[config.mk]
export PLATFORM = sky130hd
export DESIGN_NAME = rbcp_reg_responder
export DESIGN_NICKNAME = d
export VERILOG_FILES = /design/src/rtl/rbcp_reg_responder.sv
export SDC_FILE = /design/constraint.sdc
export NUM_CORES = 1
export LEC_CHECK = 0
export ABC_AREA = 1
export BUFFER_PORTS_ARGS = -buffer_cell sky130_fd_sc_hd__buf_4
export CORE_ASPECT_RATIO = 2
export CORE_MARGIN = 8
export CORE_UTILIZATION = 50
export CTS_CLUSTER_SIZE = 40
export DETAILED_ROUTE_END_ITERATION = 12
export PLACE_DENSITY = 0.86
export SLEW_MARGIN = 25
export SYNTH_ARGS = -nofsm -noshare
export SYNTH_HDL_FRONTEND = slang
export SYNTH_SLANG_ARGS = --single-unit
export TNS_END_PERCENT = 50
[constraint.sdc]
create_clock -name CLK -period 1.9 [get_ports CLK]
set_input_delay 0.095 -clock CLK [delete_from_list [all_inputs] [get_ports CLK]]
set_output_delay 0.095 -clock CLK [all_outputs]
set_load 0.005 [all_outputs]
[src/rtl/rbcp_reg_responder.sv]
// SiTCP RBCP local-bus responder: byte-wide RW register bank plus RO status window,
// one registered acknowledge per byte with a programmable strobe-to-ACK delay.
module rbcp_reg_responder #(
    parameter logic [31:0] BASE_ADDR = 32'h0000_0000,
    parameter int unsigned NUM_RW    = 16,
    parameter int unsigned NUM_RO    = 8,
    parameter int unsigned RO_OFFSET = 8'h80,
    parameter int unsigned ACK_DELAY = 1
) (
    input  logic                  CLK,
    input  logic                  RSTn,
    input  logic                  RBCP_ACT,
    input  logic [31:0]           RBCP_ADDR,
    input  logic                  RBCP_WE,
    input  logic [7:0]            RBCP_WD,
    input  logic                  RBCP_RE,
    output logic                  RBCP_ACK,
    output logic [7:0]            RBCP_RD,
    input  logic [8*NUM_RO-1:0]   STATUS_IN,
    output logic [8*NUM_RW-1:0]   REG_OUT,
    output logic [NUM_RW-1:0]     REG_WSTB,
    output logic [7:0]            ERR_CNT
);

    localparam int unsigned IDX_W     = 7;
    localparam logic [3:0]  WAIT_LOAD = 4'((ACK_DELAY > 1) ? (ACK_DELAY - 2) : 0);

    typedef enum logic [1:0] {S_IDLE, S_WAIT, S_ACK} state_t;

    state_t           state;
    logic [31:0]      off;
    logic             rw_hit;
    logic             ro_hit;
    logic             strobe;
    logic             accept;
    logic [IDX_W-1:0] rw_idx;
    logic [IDX_W-1:0] ro_idx;
    logic [7:0]       live_byte;

    logic             cap_write;
    logic             cap_ro;
    logic [IDX_W-1:0] cap_idx;
    logic [7:0]       cap_wd;
    logic [7:0]       cap_snap;
    logic [3:0]       wait_cnt;
    logic [7:0]       regs [NUM_RW];

    logic             fire;
    logic             fire_write;
    logic             fire_ro;
    logic [IDX_W-1:0] fire_idx;
    logic [7:0]       fire_wd;
    logic [7:0]       fire_rd;

    function automatic logic [7:0] sat_inc(input logic [7:0] v);
        return (v == 8'hFF) ? v : v + 8'd1;
    endfunction

    // Offset wraps modulo 2^32, so addresses below the base land far out of range.
    assign off    = RBCP_ADDR - BASE_ADDR;
    assign rw_hit = (off < NUM_RW);
    assign ro_hit = (off >= RO_OFFSET) && (off < RO_OFFSET + NUM_RO);
    assign rw_idx = off[IDX_W-1:0];
    assign ro_idx = IDX_W'(off - RO_OFFSET);
    assign strobe = RBCP_WE | RBCP_RE;
    assign accept = (state == S_IDLE) && RBCP_ACT && strobe && (rw_hit || ro_hit);

    always_comb begin
        live_byte = '0;
        for (int unsigned k = 0; k < NUM_RW; k++)
            if (rw_hit && (32'(rw_idx) == k)) live_byte = regs[k];
        for (int unsigned k = 0; k < NUM_RO; k++)
            if (ro_hit && (32'(ro_idx) == k)) live_byte = STATUS_IN[8*k +: 8];
    end

    // With a one-cycle delay the ACK edge is the strobe edge itself, so the live
    // decode feeds the commit path; otherwise the captured transaction does.
    always_comb begin
        if (ACK_DELAY == 1) begin
            fire       = accept;
            fire_write = RBCP_WE;
            fire_ro    = ro_hit;
            fire_idx   = rw_idx;
            fire_wd    = RBCP_WD;
            fire_rd    = RBCP_WE ? 8'h00 : live_byte;
        end else begin
            fire       = (state == S_WAIT) && RBCP_ACT && (wait_cnt == '0);
            fire_write = cap_write;
            fire_ro    = cap_ro;
            fire_idx   = cap_idx;
            fire_wd    = cap_wd;
            fire_rd    = cap_snap;
        end
    end

    always_ff @(posedge CLK or negedge RSTn) begin
        if (!RSTn) begin
            state     <= S_IDLE;
            wait_cnt  <= '0;
            cap_write <= 1'b0;
            cap_ro    <= 1'b0;
            cap_idx   <= '0;
            cap_wd    <= '0;
            cap_snap  <= '0;
            RBCP_ACK  <= 1'b0;
            RBCP_RD   <= '0;
            REG_WSTB  <= '0;
            ERR_CNT   <= '0;
            for (int unsigned k = 0; k < NUM_RW; k++) regs[k] <= '0;
        end else begin
            RBCP_ACK <= fire;
            RBCP_RD  <= fire ? fire_rd : 8'h00;
            REG_WSTB <= '0;
            if (fire && fire_write && !fire_ro) begin
                for (int unsigned k = 0; k < NUM_RW; k++) begin
                    if (32'(fire_idx) == k) begin
                        regs[k]     <= fire_wd;
                        REG_WSTB[k] <= 1'b1;
                    end
                end
            end

            case (state)
                S_IDLE: begin
                    if (RBCP_ACT && strobe) begin
                        if (rw_hit || ro_hit) begin
                            cap_write <= RBCP_WE;
                            cap_ro    <= ro_hit;
                            cap_idx   <= rw_idx;
                            cap_wd    <= RBCP_WD;
                            cap_snap  <= RBCP_WE ? 8'h00 : live_byte;
                            wait_cnt  <= WAIT_LOAD;
                            state     <= (ACK_DELAY == 1) ? S_ACK : S_WAIT;
                        end else begin
                            ERR_CNT <= sat_inc(ERR_CNT);
                        end
                    end
                end
                S_WAIT: begin
                    if (!RBCP_ACT) begin
                        state <= S_IDLE;
                    end else begin
                        if (strobe) ERR_CNT <= sat_inc(ERR_CNT);
                        if (wait_cnt == '0) state <= S_ACK;
                        else                wait_cnt <= wait_cnt - 4'd1;
                    end
                end
                S_ACK: begin
                    state <= S_IDLE;
                    if (RBCP_ACT && strobe) ERR_CNT <= sat_inc(ERR_CNT);
                end
                default: state <= S_IDLE;
            endcase
        end
    end

    always_comb begin
        REG_OUT = '0;
        for (int unsigned k = 0; k < NUM_RW; k++) REG_OUT[8*k +: 8] = regs[k];
    end

endmodule

==> results of run 1 <==
==> cells by family after synthesis <==
kind of cell	count (synthesis)	share of synthesized area (%)
adder cells (fa/ha/maj)	1	0.148
XOR/XNOR	7	0.728
AND/OR/NAND/NOR	568	28.5
buffers and inverters	206	9.53
multiplexers	1	0.134
AO/OA/AOI/OAI	213	12.9
flip-flops	162	48.1
==> state kept, by name (all words and copies together) (netlist names) <==
register	count
ERR_CNT	8
RBCP_ACK	1
RBCP_RD	8
REG_OUT	128
REG_WSTB	16
state	1
==> per-layer routing <==
layer	GRT usage [%]	wire, um	up-vias	part of all wire, %
met5	0	0	-	0
met4	21.4	3420	0	8.5
met3	8.82	4780	280	12
met2	53.4	19000	880	47
met1	36.6	13200	4940	33
li1	-	-	4599	-
==> placed cells by master, fill, tap and decap left out, types with 8 or more instances in the layout <==
| cell type | count |
|---|---|
| nand3_2 | 12 |
| nand3_1 | 49 |
| buf_6 | 54 |
| buf_12 | 12 |
| o21ai_2 | 28 |
| o21ai_1 | 84 |
| o21ai_0 | 82 |
| nand2_1 | 314 |
| buf_4 | 417 |
| nand2_4 | 13 |
| nor2_1 | 38 |
| or2_2 | 9 |
| dlygate4sd3_1 | 10 |
| nor2_4 | 26 |
| clkbuf_16 | 17 |
| inv_1 | 137 |
| dfrtp_1 | 162 |
| clkinvlp_4 | 8 |
| inv_2 | 13 |
| a21oi_2 | 8 |
| nor2_2 | 18 |
| nand2_2 | 64 |
==> how the worst max path moves through the flow <==
stage | cells after the start | endpoint | slack (ns) | startpoint
global placement | 28 | RBCP_RD[5] | -0.81 | RBCP_ADDR[13]
floorplan | 31 | RBCP_RD[0] | -0.24 | RBCP_ADDR[17]
detailed placement | 28 | RBCP_RD[5] | -0.87 | RBCP_ADDR[9]
finish | 29 | RBCP_RD[4] | -0.59 | RBCP_ADDR[26]
CTS | 25 | RBCP_RD[4] | -0.36 | RBCP_ADDR[21]
global route | 29 | RBCP_RD[4] | -0.76 | RBCP_ADDR[25]
==> repair_timing <==
| action | 4_1_cts | 5_1_grt |
|---|---|---|
| hold endpoints to repair | 93 | 0 |
| hold buffers | 10 | 0 |
| resized for setup | 208 | 196 |
| pin swaps | 29 | 78 |
| setup buffers | 23 | 27 |
| setup endpoints to repair | 136 | 153 |
| gates cloned | 10 | 6 |
==> worst max-delay path: cells and delay by family <==
kind                   cells  cell delay [ns]
AO/OA/AOI/OAI              3             0.36
buffers and inverters      3             0.30
AND/OR/NAND/NOR           23             2.07
==> stage by stage <==
step                utilization [%]  instance area, um2  TNS (ns)
floorplan                         -                8490     -8.40
global placement               71.4               11900    -75.18
detailed placement             71.4               11900    -80.37
CTS                            80.4               13400     -9.13
global route                   85.1               14100    -59.04
finish                         85.1               14100    -42.48
==> power groups by stage <==
stage	logic [W]	registers [W]	clock network (W)
6_report	0.000756	0.00362	0.00405
4_1_cts	0.000715	0.00361	0.00401
3_5_place_dp	0.000672	0.00367	0
2_1_floorplan	0.000167	0.00367	0
3_3_place_gp	0.000650	0.00367	0
5_1_grt	0.000809	0.00363	0.00418
==> area by class of cell <==
type | count | area (um2)
clock buffers | 20 | 437
clock inverters | 10 | 233
fillers | 842 | 2470
inverters | 164 | 696
multi-input cells | 790 | 4290
flip-flops and latches | 162 | 4050
well taps | 207 | 259
repair buffers | 494 | 4090
repair inverters | 8 | 65.1
==> flow_summary_export.csv, run 1 <==
group,metric,value,unit
grt,grt_overflow_total,0,
placed_design,gp_congestion,0.951,
drt,drt_wl_total,40300,um
grt,grt_pass1_vias,10252,
die,die-area,21500,um2
pwr,leakagePower,7.42,nW
placed_design,io_buffers,269,
setup_path,max_stage_delay,0.20,ns
timing,max_clock_freq,0.401,GHz
setup_path,worstSetupStartpointType,"input pin",
pwr,pwr-share-comb,9.0,%
grt,grt.total_usage,32.7,%
pwr,power.switching,0.00195,W
layout,fin_cells,1855,
drt,drc_errors,0,
cts,cts_sinks,162,
die,rows,67,
die,coreArea,16600,um2
yosys,yosysMostFrequentCell,"nand2_1",
layout,drive_gt1_share,44.7,%
die,die_h,200,um
status,outcome,"finished, violations left",
hold_path,min_delay_path_depth,5,
timing,maxSlewHeadroom,34.8,%
setup_path,ff2ff_path_depth,20,
setup_path,rrSetupSlack,-0.43,ns
setup_path,crit_slowest_cell,"nor2_8",
yosys,synth_top_area_cell,"dfrtp_1",
yosys,yosys_warnings,0,
pwr,pwr-share-clk,48.1,%
pwr,p_seq_share,42.9,%
setup_path,required,2.25,ns
status,violations,"setup timing",
setup_path,worst-path-max-fanout,8,
drt,ant_nets,0,
yosys,async_reset_ff_share,100,%
drt,vias,10699,
hold_path,min_path_type,"in -> reg",
timing,finClkSkew,0.00714,ns
drt,firstDrtPassIters,9,
die,io_pins,270,
timing,grt_setup_unrepaired,"true",
yosys,yosys-top-cells-count,"nand2_1 (389), o21ai_0 (187), dfrtp_1 (162)",
cts,clock_latency,0.43,ns
setup_path,worstReg2RegEnd,"RBCP_RD[4]",
drt,viasPerCell,5.77,
setup_path,worst_setup_path_end_kind,"flop",
setup_path,path_class,"in -> reg",
setup_path,r2r_start,"REG_OUT[4]",
cts,cts_buffers,17,
yosys,netlist.area_leader.share,48.1,%
yosys,synth-seq-cells,162,
die,die_w,108,um
timing,drv_slew,0,
hold_path,min_to,"RBCP_RD[5]",
grt,grt_pass1_wl,54400,um
cts,cts_tree,"built",
drt,drtIter0Drc,995,
layout,area_delta_synth_final,67.7,%
cts,cts_max_level,4,
yosys,synthesis.instances,1158,
timing,whs,0.0284,ns
yosys,synthDistinctLibCells,36,
hold_path,hp-start,"STATUS_IN[53]",
yosys,synth-edff-count,0,
timing,layout_setup_ws,-0.593,ns
timing,hold_violations,0,
layout,nNetsFinal,1747,
grt,antenna_found_initial,0,
yosys,synth_fp_nets,1268,
cts,clkTransAtPathRegs,0.06,ns
placed_design,place_inst,1751,
cts,root_buffer,"clkbuf_16",
yosys,synthFlopType,"dfrtp_1",
yosys,syn_avg_cell_area,7.28,um2
die,initial_utilization,50.8,%
setup_path,cp_common_cell,"nand2_2",
cts,cts_buffer_depth,2,
timing,post-route-period-util,131,%
grt,grt_max_degree,53,
pwr,internal-power,0.00648,W
timing,final.min_clock_period,2.49,ns
placed_design,pre_cts_ws,-0.873,ns
yosys,netlist_area,8430,um2
flow_run,max-cap-violations,0,
setup_path,critical_path_arrival,2.85,ns
pwr,peakVddDrop,0.000882,V
timing,worst_pin_slew,0.977,ns
pwr,power,0.00843,W
drt,wire_per_inst,21.7,um
yosys,synth_seq_area_share,48.1,%
yosys,synth_area_leaders,"dfrtp_1 (48%), nand2_1 (17%), o21ai_0 (11%), inv_1 (7.0%), nand3_1 (3.7%)",
placed_design,dpl.hpwl,24400,um
timing,setup_viol,157,
pwr,p_per_area,597,nW/um2
layout,antenna_cells,0,
pwr,swShare,23.1,%
(Power assumes the default switching activity.)
==> inputs of run 2 (changes only) <==
==> constraint.sdc (replaced) <==
create_clock -name CLK -period 1.9 [get_ports CLK]
set_input_delay 0.38 -clock CLK [delete_from_list [all_inputs] [get_ports CLK]]
set_output_delay 0.38 -clock CLK [all_outputs]
set_load 0.005 [all_outputs]
==> run 2 against run 1 <==
The flow still finishes with violations (setup timing). Highest routed layer unchanged. Core utilization down 2.2 points. Die area unchanged. Wire length up 0.31%. Largest cell class unchanged.
==> flow_summary_export.csv, run 2 (synthesis results as in run 1) <==
group,metric,value,unit
status,outcome,"finished, violations left",
status,violations,"setup timing",
drt,firstDrtPassIters,8,
setup_path,path_delay_family,"simple AND/OR/NAND/NOR gates",
pwr,leakagePower,7.32,nW
drt,viasPerCell,5.81,
flow_run,max-cap-violations,0,
setup_path,worst-path-max-fanout,5,
layout,final_util,82.9,%
placed_design,pre_cts_ws,-1.21,ns
drt,drtIter0Drc,994,
setup_path,max_stage_delay,0.20,ns
placed_design,dpl.hpwl,25300,um
pwr,internal-power,0.00631,W
timing,worst_pin_slew,0.523,ns
layout,drive_gt1_share,43.9,%
timing,finClkSkew,0.0173,ns
setup_path,worstSetupStartpointType,"input pin",
timing,layout_setup_ws,-0.923,ns
timing,maxSlewHeadroom,65.1,%
cts,cts_max_level,4,
placed_design,io_buffers,269,
die,initial_utilization,50.8,%
die,die-area,21500,um2
pwr,p_per_area,604,nW/um2
cts,clock_latency,0.44,ns
pwr,pwr-share-clk,47.7,%
drt,drt_wl_total,40500,um
timing,post-route-period-util,149,%
layout,largest_reg_flops,128,
layout,final_common_cell,"buf_4",
timing,final.min_clock_period,2.82,ns
timing,max_clock_freq,0.354,GHz
grt,grt.total_usage,32.2,%
setup_path,path_class,"in -> reg",
placed_design,gp_congestion,0.987,
setup_path,crit_slowest_cell,"nor2_8",
drt,wire_per_inst,22.3,um
die,io_pins,270,
layout,regArea,4050,um2
grt,grt_max_degree,47,
cts,root_buffer,"clkbuf_16",
die,die_h,200,um
grt,grt_overflow_total,0,
grt,antenna_found_initial,0,
pwr,power,0.00831,W
cts,cts_sinks,162,
setup_path,path_buf_inv,3,
setup_path,required,2.26,ns
die,rows,67,
timing,hold_violations,0,
drt,ant_nets,0,
cts,cts_buffer_depth,2,
drt,vias,10555,
cts,cts_tree,"built",
setup_path,worst_setup_path_end_kind,"flop",
pwr,power.switching,0.00200,W
drt,drc_errors,0,
die,die_w,108,um
pwr,peakVddDrop,0.000606,V
layout,nFillCells,952,
layout,antenna_cells,0,
pwr,p_seq_share,43.4,%
timing,setup_viol,160,
setup_path,cp_common_cell,"nand2_1",
timing,drv_slew,0,
cts,clkTransAtPathRegs,0.07,ns
hold_path,min_path_type,"in -> reg",
layout,nNetsFinal,1708,
grt,grt_pass1_wl,53400,um
layout,multiInputGateArea,4300,um2
die,coreArea,16600,um2
pwr,swShare,24.1,%
layout,mostFrequentLayoutCells,"buf_4 (405), nand2_1 (319), dfrtp_1 (162)",
grt,grt_pass1_vias,9998,
pwr,pwr-share-comb,8.8,%
cts,cts_buffers,17,
layout,area_delta_synth_final,63.3,%
timing,grt_setup_unrepaired,"true",
setup_path,critical_path_arrival,3.19,ns
run 2: cell types whose count changed in the layout (fill, tap and decap cells not counted), sizes merged:
cell / previous run / this run
buf: 484 / 452
dlygate4sd3: 10 / 1
clkinvlp: 8 / 9
inv: 157 / 160
clkinv: 10 / 7
bufinv: 7 / 5
clkbuf: 20 / 25
run 2: timing repair:
action / CTS / global route
pin swaps: 31 / 85
endpoints found under the hold margin: 36 / 0
hold buffers: 1 / 0
setup endpoints to repair: 160 / 160
gates cloned: 2 / 12
setup buffers: 8 / 13
resized for setup: 64 / 291
run 2: area by class of cell:
cell class	instances	share of cell area, %
timing repair inverter	6	0.318
clock inverter	11	1.45
multi-input combinational	790	31.2
sequential	162	29.5
clock buffer	21	3.35
timing repair buffer	457	27.4
tap	207	1.88
inverter	164	4.89
run 2: final timing paths:
kind / from / to / slack [ns] / depth (start not counted)
min in group asynchronous: RSTn / RBCP_RD[6] / 0.45 / 2
max in group asynchronous: RSTn / REG_OUT[3] / 0.78 / 3
max reg2reg: REG_OUT[16] / RBCP_RD[0] / -0.52 / 25
min: RBCP_WD[7] / REG_OUT[7] / 0.20 / 3
max: RBCP_ADDR[11] / RBCP_RD[0] / -0.92 / 34
min reg2reg: ERR_CNT[7] / ERR_CNT[7] / 0.51 / 1
run 2: metal layers:
| layer | global-route usage (%) | up-vias | share of wire, % |
|---|---|---|---|
| met1 | 37.9 | 4877 | 34 |
| li1 | - | 4509 | - |
| met4 | 18.8 | 0 | 7.2 |
| met5 | 0 | - | 0 |
| met3 | 6.94 | 249 | 11 |
| met2 | 52.8 | 920 | 47 |
run 2: tightest hold or removal path, delay by kind of cell:
family,cells,cell delay [ns]
AO/OA/AOI/OAI,1,0.07
buffers and inverters,1,0.09
AND/OR/NAND/NOR,1,0.04
run 2: power by group through the flow:
| stage | Combinational (W) | Sequential [W] | Clock, W |
|---|---|---|---|
| 2_1_floorplan | 0.000167 | 0.00367 | 0 |
| 3_3_place_gp | 0.000660 | 0.00367 | 0 |
| 3_5_place_dp | 0.000679 | 0.00367 | 0 |
| 4_1_cts | 0.000697 | 0.00361 | 0.00393 |
| 5_1_grt | 0.000786 | 0.00362 | 0.00409 |
| 6_report | 0.000734 | 0.00361 | 0.00397 |
run 2: through the flow:
step / cells / area [um2] / hold slack (ns) / TNS (ns)
6_report: 1818 / 13800 / 0.197 / -74.43
5_1_grt: 1818 / 13800 / 0.203 / -84.08
4_1_cts: 1795 / 12800 / 0.178 / -59.82
3_5_place_dp: 1752 / 11900 / 0.327 / -146.65
3_3_place_gp: 1752 / 11900 / 0.320 / -134.06
2_1_floorplan: 1158 / 8490 / 0.0844 / -46.34
==> inputs of run 3 (changes only) <==
--- a/config.mk
+++ b/config.mk
@@ -12,6 +12,7 @@
 export CORE_UTILIZATION = 50
 export CTS_CLUSTER_SIZE = 40
 export DETAILED_ROUTE_END_ITERATION = 12
+export MAX_ROUTING_LAYER = met4
 export PLACE_DENSITY = 0.86
 export SLEW_MARGIN = 25
 export SYNTH_ARGS = -nofsm -noshare
==> run 3 against run 2 <==
Power down 5.7%. Die area stayed put. Sequential cell count did not move. Hold slack worse by 0.014 ns. Highest routed layer unchanged. Clock skew fell by 0.0060 ns. Largest power group is now registers. Wire length increased by 3.7%. First-iteration DRC count rose by 11%. The flow still finishes with violations (setup timing).
==> flow_summary_export.csv, run 3 (synthesis results as in run 1) <==
group,metric,value,unit
die,die-area,21500,um2
timing,drv_slew,0,
status,outcome,"finished, violations left",
timing,max_clock_freq,0.332,GHz
die,coreArea,16600,um2
setup_path,required,2.28,ns
setup_path,path_class,"in -> reg",
drt,viasPerCell,5.86,
layout,mostFrequentLayoutCells,"buf_4 (433), nand2_1 (323), dfrtp_1 (162)",
timing,hold_violations,0,
grt,grt_pass1_vias,10550,
drt,met2WireLength,19500,um
setup_path,path_delay_family,"simple AND/OR/NAND/NOR gates",
flow_run,max-cap-violations,0,
timing,layout_setup_ws,-1.11,ns
timing,final.min_clock_period,3.01,ns
placed_design,dpl.hpwl,25600,um
drt,firstDrtPassIters,9,
cts,clock_latency,0.44,ns
timing,grt_setup_unrepaired,"true",
grt,grt_max_degree,44,
layout,area_delta_synth_final,63.6,%
setup_path,max_stage_delay,0.28,ns
drt,drt_wl_total,42000,um
pwr,leakagePower,7.30,nW
layout,largest_reg_flops,128,
placed_design,io_buffers,269,
drt,routedLengthMet1,13800,um
drt,wire_per_inst,22.8,um
die,initial_utilization,50.8,%
cts,cts_sinks,162,
setup_path,critical_path_arrival,3.39,ns
grt,grt_pass1_wl,56400,um
timing,maxSlewHeadroom,64.1,%
placed_design,pre_cts_ws,-1.19,ns
drt,dr.max_layer_used,"met4",
cts,cts_max_level,4,
hold_path,min_path_type,"in -> reg",
cts,cts_tree,"built",
layout,nFillCells,954,
drt,vias,10793,
cts,root_buffer,"clkbuf_16",
timing,whs,0.183,ns
die,io_pins,270,
layout,antenna_cells,0,
die,die_h,200,um
timing,post-route-period-util,159,%
die,rows,67,
setup_path,worstSetupStartpointType,"input pin",
setup_path,path_buf_inv,3,
drt,drtIter0Drc,1106,
status,violations,"setup timing",
layout,final_common_cell,"buf_4",
drt,drc_errors,0,
layout,drive_gt1_share,43.0,%
cts,cts_buffers,17,
setup_path,cp_common_cell,"nand2_1",
cts,clkTransAtPathRegs,0.07,ns
grt,grt.total_usage,35.2,%
drt,wl_met3,5360,um
pwr,power,0.00783,W
setup_path,crit_slowest_cell,"nor2_2",
timing,worst_pin_slew,0.534,ns
placed_design,gp_congestion,1.02,
setup_path,worst_setup_path_end_kind,"flop",
timing,setup_viol,160,
layout,nNetsFinal,1734,
setup_path,worst-path-max-fanout,5,
drt,ant_nets,0,
grt,grt_overflow_total,0,
cts,cts_buffer_depth,2,
timing,finClkSkew,0.0113,ns
grt,antenna_found_initial,0,
die,die_w,108,um
pwr,p_per_area,568,nW/um2
pwr,peakVddDrop,0.000915,V
==> run 3: cell count changes in the layout (fill, tap and decap cells not counted), sizes merged <==
cell	previous run	this run
clkbuf	25	24
clkinvlp	9	12
bufinv	5	2
inv	160	156
buf	452	483
clkinv	7	6
==> run 3: per-stage QoR <==
step	setup TNS [ns]	area [um2]	utilization [%]	std cells
finish	-89.98	13800	83.0	1843
global route	-112.71	13800	83.0	1843
CTS	-51.60	13300	80.2	1819
detailed placement	-146.56	11900	71.6	1757
global placement	-131.18	11900	71.6	1757
floorplan	-46.34	8490	-	1158
==> run 3: final cells by class <==
| class | count | area [um2] | share of cell area (%) |
|---|---|---|---|
| clock buffer | 23 | 478 | 3.47 |
| clock inverter | 8 | 104 | 0.753 |
| inverter | 164 | 676 | 4.90 |
| multi-input combinational | 790 | 4190 | 30.4 |
| sequential | 162 | 4050 | 29.4 |
| tap | 207 | 259 | 1.88 |
| timing repair buffer | 485 | 4000 | 29.0 |
| timing repair inverter | 4 | 30.0 | 0.218 |
==> run 3: worst paths after layout <==
check	start	slack, ns	cells past startpoint	end
setup / recovery	RBCP_ADDR[28]	-1.11	30	RBCP_RD[1]
hold / removal	RBCP_WD[7]	0.18	3	REG_OUT[7]
setup reg to reg	REG_OUT[9]	-0.53	22	RBCP_RD[1]
hold reg to reg	REG_OUT[127]	0.52	2	REG_OUT[127]
max in group asynchronous	RSTn	0.84	3	REG_OUT[75]
min in group asynchronous	RSTn	0.46	2	RBCP_RD[0]
==> run 3: routing by layer <==
metal,track usage [%],vias up
met3,7.53,294
met1,39.0,4980
met5,-,-
li1,-,4564
met2,56.7,955
met4,21.0,0
==> run 3: worst reg2reg max path: stages, from the launching register on <==
cell	delay, ns
dfrtp_1	0.39
nand2_1	0.11
nand2_2	0.07
nor2_2	0.10
nor2_2	0.09
o22ai_2	0.26
nand2_1	0.14
nand2_1	0.09
nand2_1	0.07
nand2_1	0.11
nand2_1	0.09
nand2_1	0.06
nand2_1	0.04
nand2_1	0.07
nand2_1	0.06
nand2_1	0.06
nand2_1	0.06
nand2_2	0.06
nand2_2	0.06
nand2_2	0.05
nand4_1	0.09
a21oi_2	0.14
nor2_1	0.05
==> run 3: repair_timing <==
| item | 4_1_cts | 5_1_grt |
|---|---|---|
| endpoints found under the setup margin | 160 | 160 |
| hold endpoints to repair | 37 | 0 |
| gates cloned | 11 | 2 |
| hold buffers | 1 | 0 |
| pin swaps | 43 | 69 |
| resized for setup | 241 | 92 |
| buffers inserted | 19 | 22 |
==> run 3: where the power goes <==
part / total, W / leakage [nW] / switching (W) / internal [W]
combinational: 0.000748 / 4.78 / 0.000377 / 0.000371
clock: 0.00347 / 0.271 / 0.00144 / 0.00203
sequential: 0.00362 / 2.24 / 0.0000920 / 0.00352
total: 0.00783 / 7.30 / 0.00191 / 0.00593
